===== src/rtl/serial_tx_arbiter.sv =====
// serial_tx_arbiter
// Shares one serial line between N_REQ requesters with round-robin arbitration
// and sends the granted word as: start(0), DATA_W data bits LSB first, parity,
// stop(1), then GAP idle-high cycles. All outputs are registered.
//
// Ports
//   i_clk         system clock, rising edge
//   i_rst_n       asynchronous reset, active low
//   i_req         per-requester request level, held until granted
//   i_req_data    requester i word at [i*DATA_W +: DATA_W]
//   o_grant       one-hot 1-cycle pulse in the start-bit cycle
//   o_tx_out      serial line, idle high
//   o_busy        high from the start bit through the last gap cycle
//   o_owner       requester owning the current/last frame
//   o_frame_done  1-cycle pulse in the stop-bit cycle
//
// state  | meaning
// -------+-----------------------------------------------------------
// IDLE   | line high, arbitrate on every edge
// START  | start bit (0), grant pulse visible
// DATA   | DATA_W data bits from the shift register, LSB first
// PARITY | parity of the latched word
// STOP   | stop bit (1), frame_done pulse
// GAP    | line high for GAP cycles; last cycle also arbitrates
module serial_tx_arbiter #(
   parameter int N_REQ      = 4,
   parameter int DATA_W     = 7,
   parameter bit PARITY_ODD = 1'b0,
   parameter int GAP        = 1
) (
   input  logic                      i_clk,
   input  logic                      i_rst_n,
   input  logic [N_REQ-1:0]          i_req,
   input  logic [N_REQ*DATA_W-1:0]   i_req_data,
   output logic [N_REQ-1:0]          o_grant,
   output logic                      o_tx_out,
   output logic                      o_busy,
   output logic [$clog2(N_REQ)-1:0]  o_owner,
   output logic                      o_frame_done
);

   localparam int IDX_W = $clog2(N_REQ);
   localparam int CNT_W = $clog2(DATA_W + 1);
   localparam int GAP_W = $clog2(GAP + 1);

   typedef enum logic [2:0] {
      S_IDLE,
      S_START,
      S_DATA,
      S_PARITY,
      S_STOP,
      S_GAP
   } state_t;

   state_t              r_state;
   logic [IDX_W-1:0]    r_ptr;
   logic [DATA_W-1:0]   r_shreg;
   logic                r_parity;
   logic [CNT_W-1:0]    r_bit_cnt;
   logic [GAP_W-1:0]    r_gap_cnt;
   logic [N_REQ-1:0]    r_grant;
   logic                r_tx;
   logic                r_busy;
   logic [IDX_W-1:0]    r_owner;
   logic                r_frame_done;

   logic                w_any;
   logic                w_hit;
   logic [IDX_W-1:0]    w_win;
   logic [IDX_W-1:0]    w_ptr_nxt;
   logic [N_REQ-1:0]    w_grant;
   logic [DATA_W-1:0]   w_word;
   logic                w_launch;

   // Scanning downwards lets the lowest index at/after the pointer win;
   // indices below the pointer only count when nothing at/after it is set.
   always_comb begin
      w_any = |i_req;
      w_hit = 1'b0;
      w_win = '0;
      for (int j = N_REQ - 1; j >= 0; j--) begin
         if (i_req[j]) begin
            if (j >= int'(r_ptr)) begin
               w_win = IDX_W'(j);
               w_hit = 1'b1;
            end else if (!w_hit) begin
               w_win = IDX_W'(j);
            end
         end
      end
   end

   always_comb begin
      w_grant = '0;
      w_word  = '0;
      for (int j = 0; j < N_REQ; j++) begin
         if (w_win == IDX_W'(j)) begin
            w_grant[j] = 1'b1;
            w_word     = i_req_data[j*DATA_W +: DATA_W];
         end
      end
   end

   assign w_ptr_nxt = (w_win == IDX_W'(N_REQ - 1)) ? '0 : w_win + 1'b1;

   // Arbitration in the last gap cycle keeps back-to-back frames at
   // DATA_W+3+GAP cycles instead of paying an extra IDLE cycle.
   assign w_launch = w_any &&
                     ((r_state == S_IDLE) || ((r_state == S_GAP) && (r_gap_cnt == '0)));

   always_ff @(posedge i_clk or negedge i_rst_n) begin
      if (!i_rst_n) begin
         r_state      <= S_IDLE;
         r_ptr        <= '0;
         r_shreg      <= '0;
         r_parity     <= 1'b0;
         r_bit_cnt    <= '0;
         r_gap_cnt    <= '0;
         r_grant      <= '0;
         r_tx         <= 1'b1;
         r_busy       <= 1'b0;
         r_owner      <= '0;
         r_frame_done <= 1'b0;
      end else begin
         r_grant      <= '0;
         r_frame_done <= 1'b0;
         case (r_state)
            S_IDLE: begin
               r_tx   <= 1'b1;
               r_busy <= 1'b0;
            end
            S_START: begin
               r_state   <= S_DATA;
               r_tx      <= r_shreg[0];
               r_shreg   <= r_shreg >> 1;
               r_bit_cnt <= '0;
            end
            S_DATA: begin
               if (r_bit_cnt == CNT_W'(DATA_W - 1)) begin
                  r_state <= S_PARITY;
                  r_tx    <= r_parity;
               end else begin
                  r_tx      <= r_shreg[0];
                  r_shreg   <= r_shreg >> 1;
                  r_bit_cnt <= r_bit_cnt + 1'b1;
               end
            end
            S_PARITY: begin
               r_state      <= S_STOP;
               r_tx         <= 1'b1;
               r_frame_done <= 1'b1;
            end
            S_STOP: begin
               r_state   <= S_GAP;
               r_tx      <= 1'b1;
               r_gap_cnt <= GAP_W'(GAP - 1);
            end
            S_GAP: begin
               r_tx <= 1'b1;
               if (r_gap_cnt == '0) begin
                  r_state <= S_IDLE;
                  r_busy  <= 1'b0;
               end else begin
                  r_gap_cnt <= r_gap_cnt - 1'b1;
               end
            end
            default: begin
               r_state <= S_IDLE;
               r_tx    <= 1'b1;
               r_busy  <= 1'b0;
            end
         endcase

         if (w_launch) begin
            r_state  <= S_START;
            r_tx     <= 1'b0;
            r_busy   <= 1'b1;
            r_grant  <= w_grant;
            r_owner  <= w_win;
            r_ptr    <= w_ptr_nxt;
            r_shreg  <= w_word;
            r_parity <= (^w_word) ^ PARITY_ODD;
         end
      end
   end

   assign o_grant      = r_grant;
   assign o_tx_out     = r_tx;
   assign o_busy       = r_busy;
   assign o_owner      = r_owner;
   assign o_frame_done = r_frame_done;

endmodule


===== config.mk =====
export PLATFORM = sky130hd
export DESIGN_NAME = serial_tx_arbiter
export DESIGN_NICKNAME = d
export VERILOG_FILES = /design/src/rtl/serial_tx_arbiter.sv
export SDC_FILE = /design/constraint.sdc
export NUM_CORES = 1
export LEC_CHECK = 0
export CAP_MARGIN = 20
export CORE_MARGIN = 3
export CORE_UTILIZATION = 45
export CTS_CLUSTER_SIZE = 40
export DETAILED_ROUTE_END_ITERATION = 12
export PLACE_DENSITY = 0.76
export SLEW_MARGIN = 20
export SYNTH_ARGS = -nofsm -noshare
export SYNTH_HDL_FRONTEND = slang
export SYNTH_SLANG_ARGS = --single-unit

===== constraint.sdc =====
create_clock -name i_clk -period 8.24 [get_ports i_clk]
set_input_delay 1.648 -clock i_clk [delete_from_list [all_inputs] [get_ports i_clk]]
set_output_delay 1.648 -clock i_clk [all_outputs]
set_load 0.02 [all_outputs]

# Word level (Yosys, flattened, before mapping)
# Cells that the tools add are included.
[totals]
out_inout_bits = 9
register_bits = 26
inputBits = 34
wordCells = 91
[classes]
n_reduce_logical = 15
n_eq_ne = 15
bitwise_logic = 1
n_mux = 43
add_sub_neg = 3
order_cmp = 3
[ops]
columns = ["operator", "count"]
rows = [
  ["two-way mux 7 bit", 6],
  ["two-way mux 2 bit", 11],
  ["one-hot mux 3 bit (6 select lines)", 1],
  ["two-way mux 1 bit", 15],
  ["one-hot mux 7 bit (2 select lines)", 1],
  ["two-way mux 3 bit", 4],
  ["equality test 3 bit (second input constant)", 3],
  ["!= test 3 bit (second input constant)", 3],
  ["OR reduction 4 bit", 2],
  ["parity 7 bit", 1],
  ["equality test 3 x 2 -> 1 bit (second input constant)", 2],
  ["one-hot mux 1 bit (2 select lines)", 3],
  ["one-hot mux 3 bit (2 select lines)", 1],
  ["AND reduction 2 bit", 3],
  ["equality test 2 bit (second input constant)", 2],
  ["greater-or-equal comparator 1 x 2 -> 1 bit (first input constant)", 2],
  ["two-way mux 4 bit", 1],
  ["!= test 2 bit (second input constant)", 2],
  ["nonzero test 2 bit", 2],
  ["adder 3 x 1 -> 3 bit (second input constant)", 1],
  ["equality test 3 x 1 -> 1 bit (second input constant)", 1],
  ["logical NOT 3 bit", 1],
  ["AND reduction 3 bit", 1],
  ["nonzero test 3 bit", 1],
  ["other kinds (9)", 10],
]

# Longest topological paths before layout
[logic_depth]
ltp_word = 16
ltp_mapped = 14
ltp_nobuf = 12

# Worst setup path after synthesis
# No wires, ideal clock.
[synth_timing]
path_kind = "input-to-reg"
from = "input port i_req[0]"
to = "register r_parity"
required_time_ns = 8.115
stages = 14
n_path_buf = 2
t_arrival_ns = 3.890
slack_ns = 4.225
setup_ns = 0.125
path_cell_list = "inv_1 -> nor2_1 -> a21oi_1 -> o221ai_1 -> inv_1 -> ha_1 -> buf_6 -> nor2b_4 -> buf_6 -> a22oi_1 -> a221oi_2 -> xnor2_1 -> xnor3_1 -> mux2_4"
[synth_between]
elab_chain_cells = 7
elab_cells_between_ends = 12
classes_between = "eq/ne: 3; mux: 5; reduce/logical: 4"
[synth_rtl]
columns = ["item", "line_no", "rtl"]
rows = [
  ["start, declared", "33", "input logic [N_REQ-1:0] i_req,"],
  ["two-way mux 2 bit (*)", "82", "if (i_req[j]) begin"],
  ["via w_win[0]", "69", "logic [IDX_W-1:0] w_win;"],
  ["logical NOT 2 bit", "97", "if (w_win == IDX_W'(j)) begin"],
  ["two-way mux 7 bit (3 in a row)", "97", ""],
  ["two-way mux 7 bit (*)", "97", ""],
  ["parity 7 bit (*)", "182", "r_parity <= (^w_word) ^ PARITY_ODD;"],
  ["end signal, assigned", "182", ""],
  ["end, declared", "58", "logic r_parity;"],
]
# Mark *: on every way through the listed nets, which the timed path passes. The rest lies on a longest branch.
# A chain may end at the register's enable or synchronous reset.

# Worst setup path after layout
# Ends and elaborated chain as after synthesis.

==> impl_metrics.yaml <==
yosys:
  synth_area_um2: 1510
  synth_flop_cell: "dfrtp_1"
  synth_nets: 203
  synth-async-reset-ratio: 1.00
  yosys.cell_types.count: 36
  synth_area_leaders: "dfrtp_1 (40%), a21oi_1 (7.6%), ha_1 (5.0%)"
  synth.top_cell.area_share: 0.399
  yosys.area.top_type: "dfrtp_1"
  yosys_warnings: 0
  synthCells: 163
  avgSynthCellArea_um2: 9.24
  synth_edf_count: 0
  yosysSeqAreaShare: 0.416
  ys_ff_latch: 25
min_path:
  worstHoldPathCells: 1
  min_from: "o_owner[0]$_DFFE_PN0P_"
  hold_path_class: "reg -> reg"
die:
  die_h_um: 63.9
  start_util: 0.482
  die_x_um: 63.9
  io_pins: 43
  fp.coreArea_um2: 3130
  rows: 20
  die-area_um2: 4080
final_layout:
  nFillCells: 271
  nNetsFinal: 244
  num_antenna_cells: 0
  instances_no_fill: 247
  final_cell_mix: "clkdlybuf4s50_1 (41), dfrtp_1 (24), a21oi_1 (23)"
  multi_input_area_um2: 777
  ff_latch_area_um2: 627
  layout_commonest_cell: "clkdlybuf4s50_1"
  drive_gt1_frac: 0.0739
  syn2layout_area_growth_pct: 30.9
clocking:
  cts_tree: "yes"
  clock_sinks: 25
  cts_resized: 0
  cts_root_buffer: "clkbuf_4"
  clkTransAtPathRegs_ns: 0.14
  cts_setup_buffers: 0
  clockBufferDepth: 2
  h-tree-depth: 1
  ctsHoldBuffers: 0
  clkLatencyLatePin_ns: 0.32
  cts_made_buffers: 3
global_route:
  grt_max_degree: 26
  grt_use_total: 0.177
  globalRouteOverflowTotal: 0
  grt_pass1_vias: 1281
  grt_pass1_wl_um: 5810
  antenna_found_initial: 0
sta:
  rsz0062_at_grt: "no"
  finalCritPeriodShare: 0.548
  finalHoldViolCount: 0
  holdWs_ns: 0.498
  clock.fmax_ghz: 0.221
  skew_ns: 0.00991
  fin_ws_ns: 3.72
  fin_crit_ns: 4.52
  worstMarginPinSlew_ns: 0.777
  setup_viol: 0
  slew_headroom: 0.477
  drv_slew: 0
  tns_ns: 0
pwr:
  power_density_nw_per_um2: 380
  p_total_mw: 0.750
  p_leak_nw: 0.873
  ir_worst_vdd_mv: 0.219
critical_path:
  path_class: "in -> reg"
  critPathArrivalTime_ns: 4.73
  r2r_cells: 11
  cp-end-kind: "flip-flop"
  crit_required_ns: 8.46
  critPathLaunchType: "primary input"
  r2r_start: "r_ptr[0]$_DFFE_PN0P_"
  cp_max_fo: 9
  crit_path_start: "i_req[0]"
place:
  dpl.cell_count: 243
  dp_hpwl_um: 2700
  io_buffers: 42
  place_ws_ns: 3.38
  gp_congestion: 0.907
route:
  drt-initial-drc-count: 79
  wl_um: 3410
  vias_per_cell: 5.32
  dr_total_vias: 1315
  drc_errors: 0
  drtAntennaViolNets: 0
  post_drt_wl_per_cell_um: 13.8
  dr.pass1.iters: 4
run:
  max_cap_viol_count: 0
outcome:
  status: "complete, no violations"
[synthesized netlist by cell type, types with 2 or more instances]
cell type,instances
a21o_1,2
a21oi_1,23
a22oi_1,6
and2_1,2
buf_6,2
clkbuf_1,4
dfrtp_1,24
ha_1,6
inv_1,16
mux2_2,3
mux2i_1,6
nand2_1,11
nand3_1,2
nor2_1,19
nor3_1,2
o21ai_0,4
o22ai_1,10
xnor2_1,2
xnor3_1,2
[per-layer routing]
layer  part of all wire  routed length, µm  GRT usage  up-vias
met3              0.081                277     0.0351        4
li1                   -                  -          -      654
met5                  0                  0          0        -
met2               0.46               1580      0.301       52
met1               0.44               1510      0.220      605
met4              0.011                 38     0.0647        0
[per-stage QoR]
stage | utilization | cell area, µm²
after CTS | 0.632 | 1980
final | 0.630 | 1970
after floorplan | - | 1510
after global placement | 0.622 | 1950
after global routing | 0.630 | 1970
after detailed placement | 0.622 | 1950
[sequential cells by signal, indices dropped and copies added (netlist names), 2 cells and up]
register and cells:
o_grant 4, o_owner 2, r_bit_cnt 3, r_ptr 2, r_shreg 7, r_state 3
[worst max-delay path, stage by stage]
cell             delay (ns)
clkdlybuf4s50_1        0.50
inv_1                  0.06
nor2_1                 0.16
a21oi_1                0.07
o221ai_1               0.34
inv_1                  0.11
ha_1                   0.34
nor2b_4                0.23
a22oi_1                0.11
a221oi_2               0.32
xnor2_1                0.16
xnor3_1                0.41
mux2_4                 0.26
[power breakdown]
part	switching, mW	leakage [nW]	internal [mW]
registers	0.0424	0.308	0.181
logic	0.226	0.551	0.245
clock network	0.0372	0.0139	0.0185
[area by class of cell]
| type | instances | area share |
|---|---|---|
| multi-input cells | 115 | 0.394 |
| flip-flops and latches | 25 | 0.318 |
| repair buffers | 43 | 0.214 |
| inverters | 16 | 0.0305 |
| well taps | 44 | 0.0279 |
| clock buffers | 3 | 0.0114 |
| clock inverters | 1 | 0.00381 |
[final timing paths]
kind	endpoint	slack [ns]
max	r_parity$_DFFE_PN0P_	3.72
min	o_owner[0]$_DFFE_PN0P_	0.50
max reg2reg	r_parity$_DFFE_PN0P_	5.15
min reg2reg	o_owner[0]$_DFFE_PN0P_	0.50
max in group asynchronous	o_tx_out$_DFF_PN1_	6.60
min in group asynchronous	o_owner[0]$_DFFE_PN0P_	1.28
[logic make-up (layout without fill, tap and decap cells)]
kind of cell | Yosys count | after routing | share of synthesized area
AND/OR/NAND/NOR | 42 | 42 | 0.130
adder cells (fa/ha/maj) | 6 | 6 | 0.0498
AO/OA/AOI/OAI | 52 | 52 | 0.216
buffers and inverters | 23 | 63 | 0.0681
XOR/XNOR | 5 | 5 | 0.0473
multiplexers | 10 | 10 | 0.0723
flip-flops | 25 | 25 | 0.416
No activity file was read; power rests on OpenSTA's default activity.
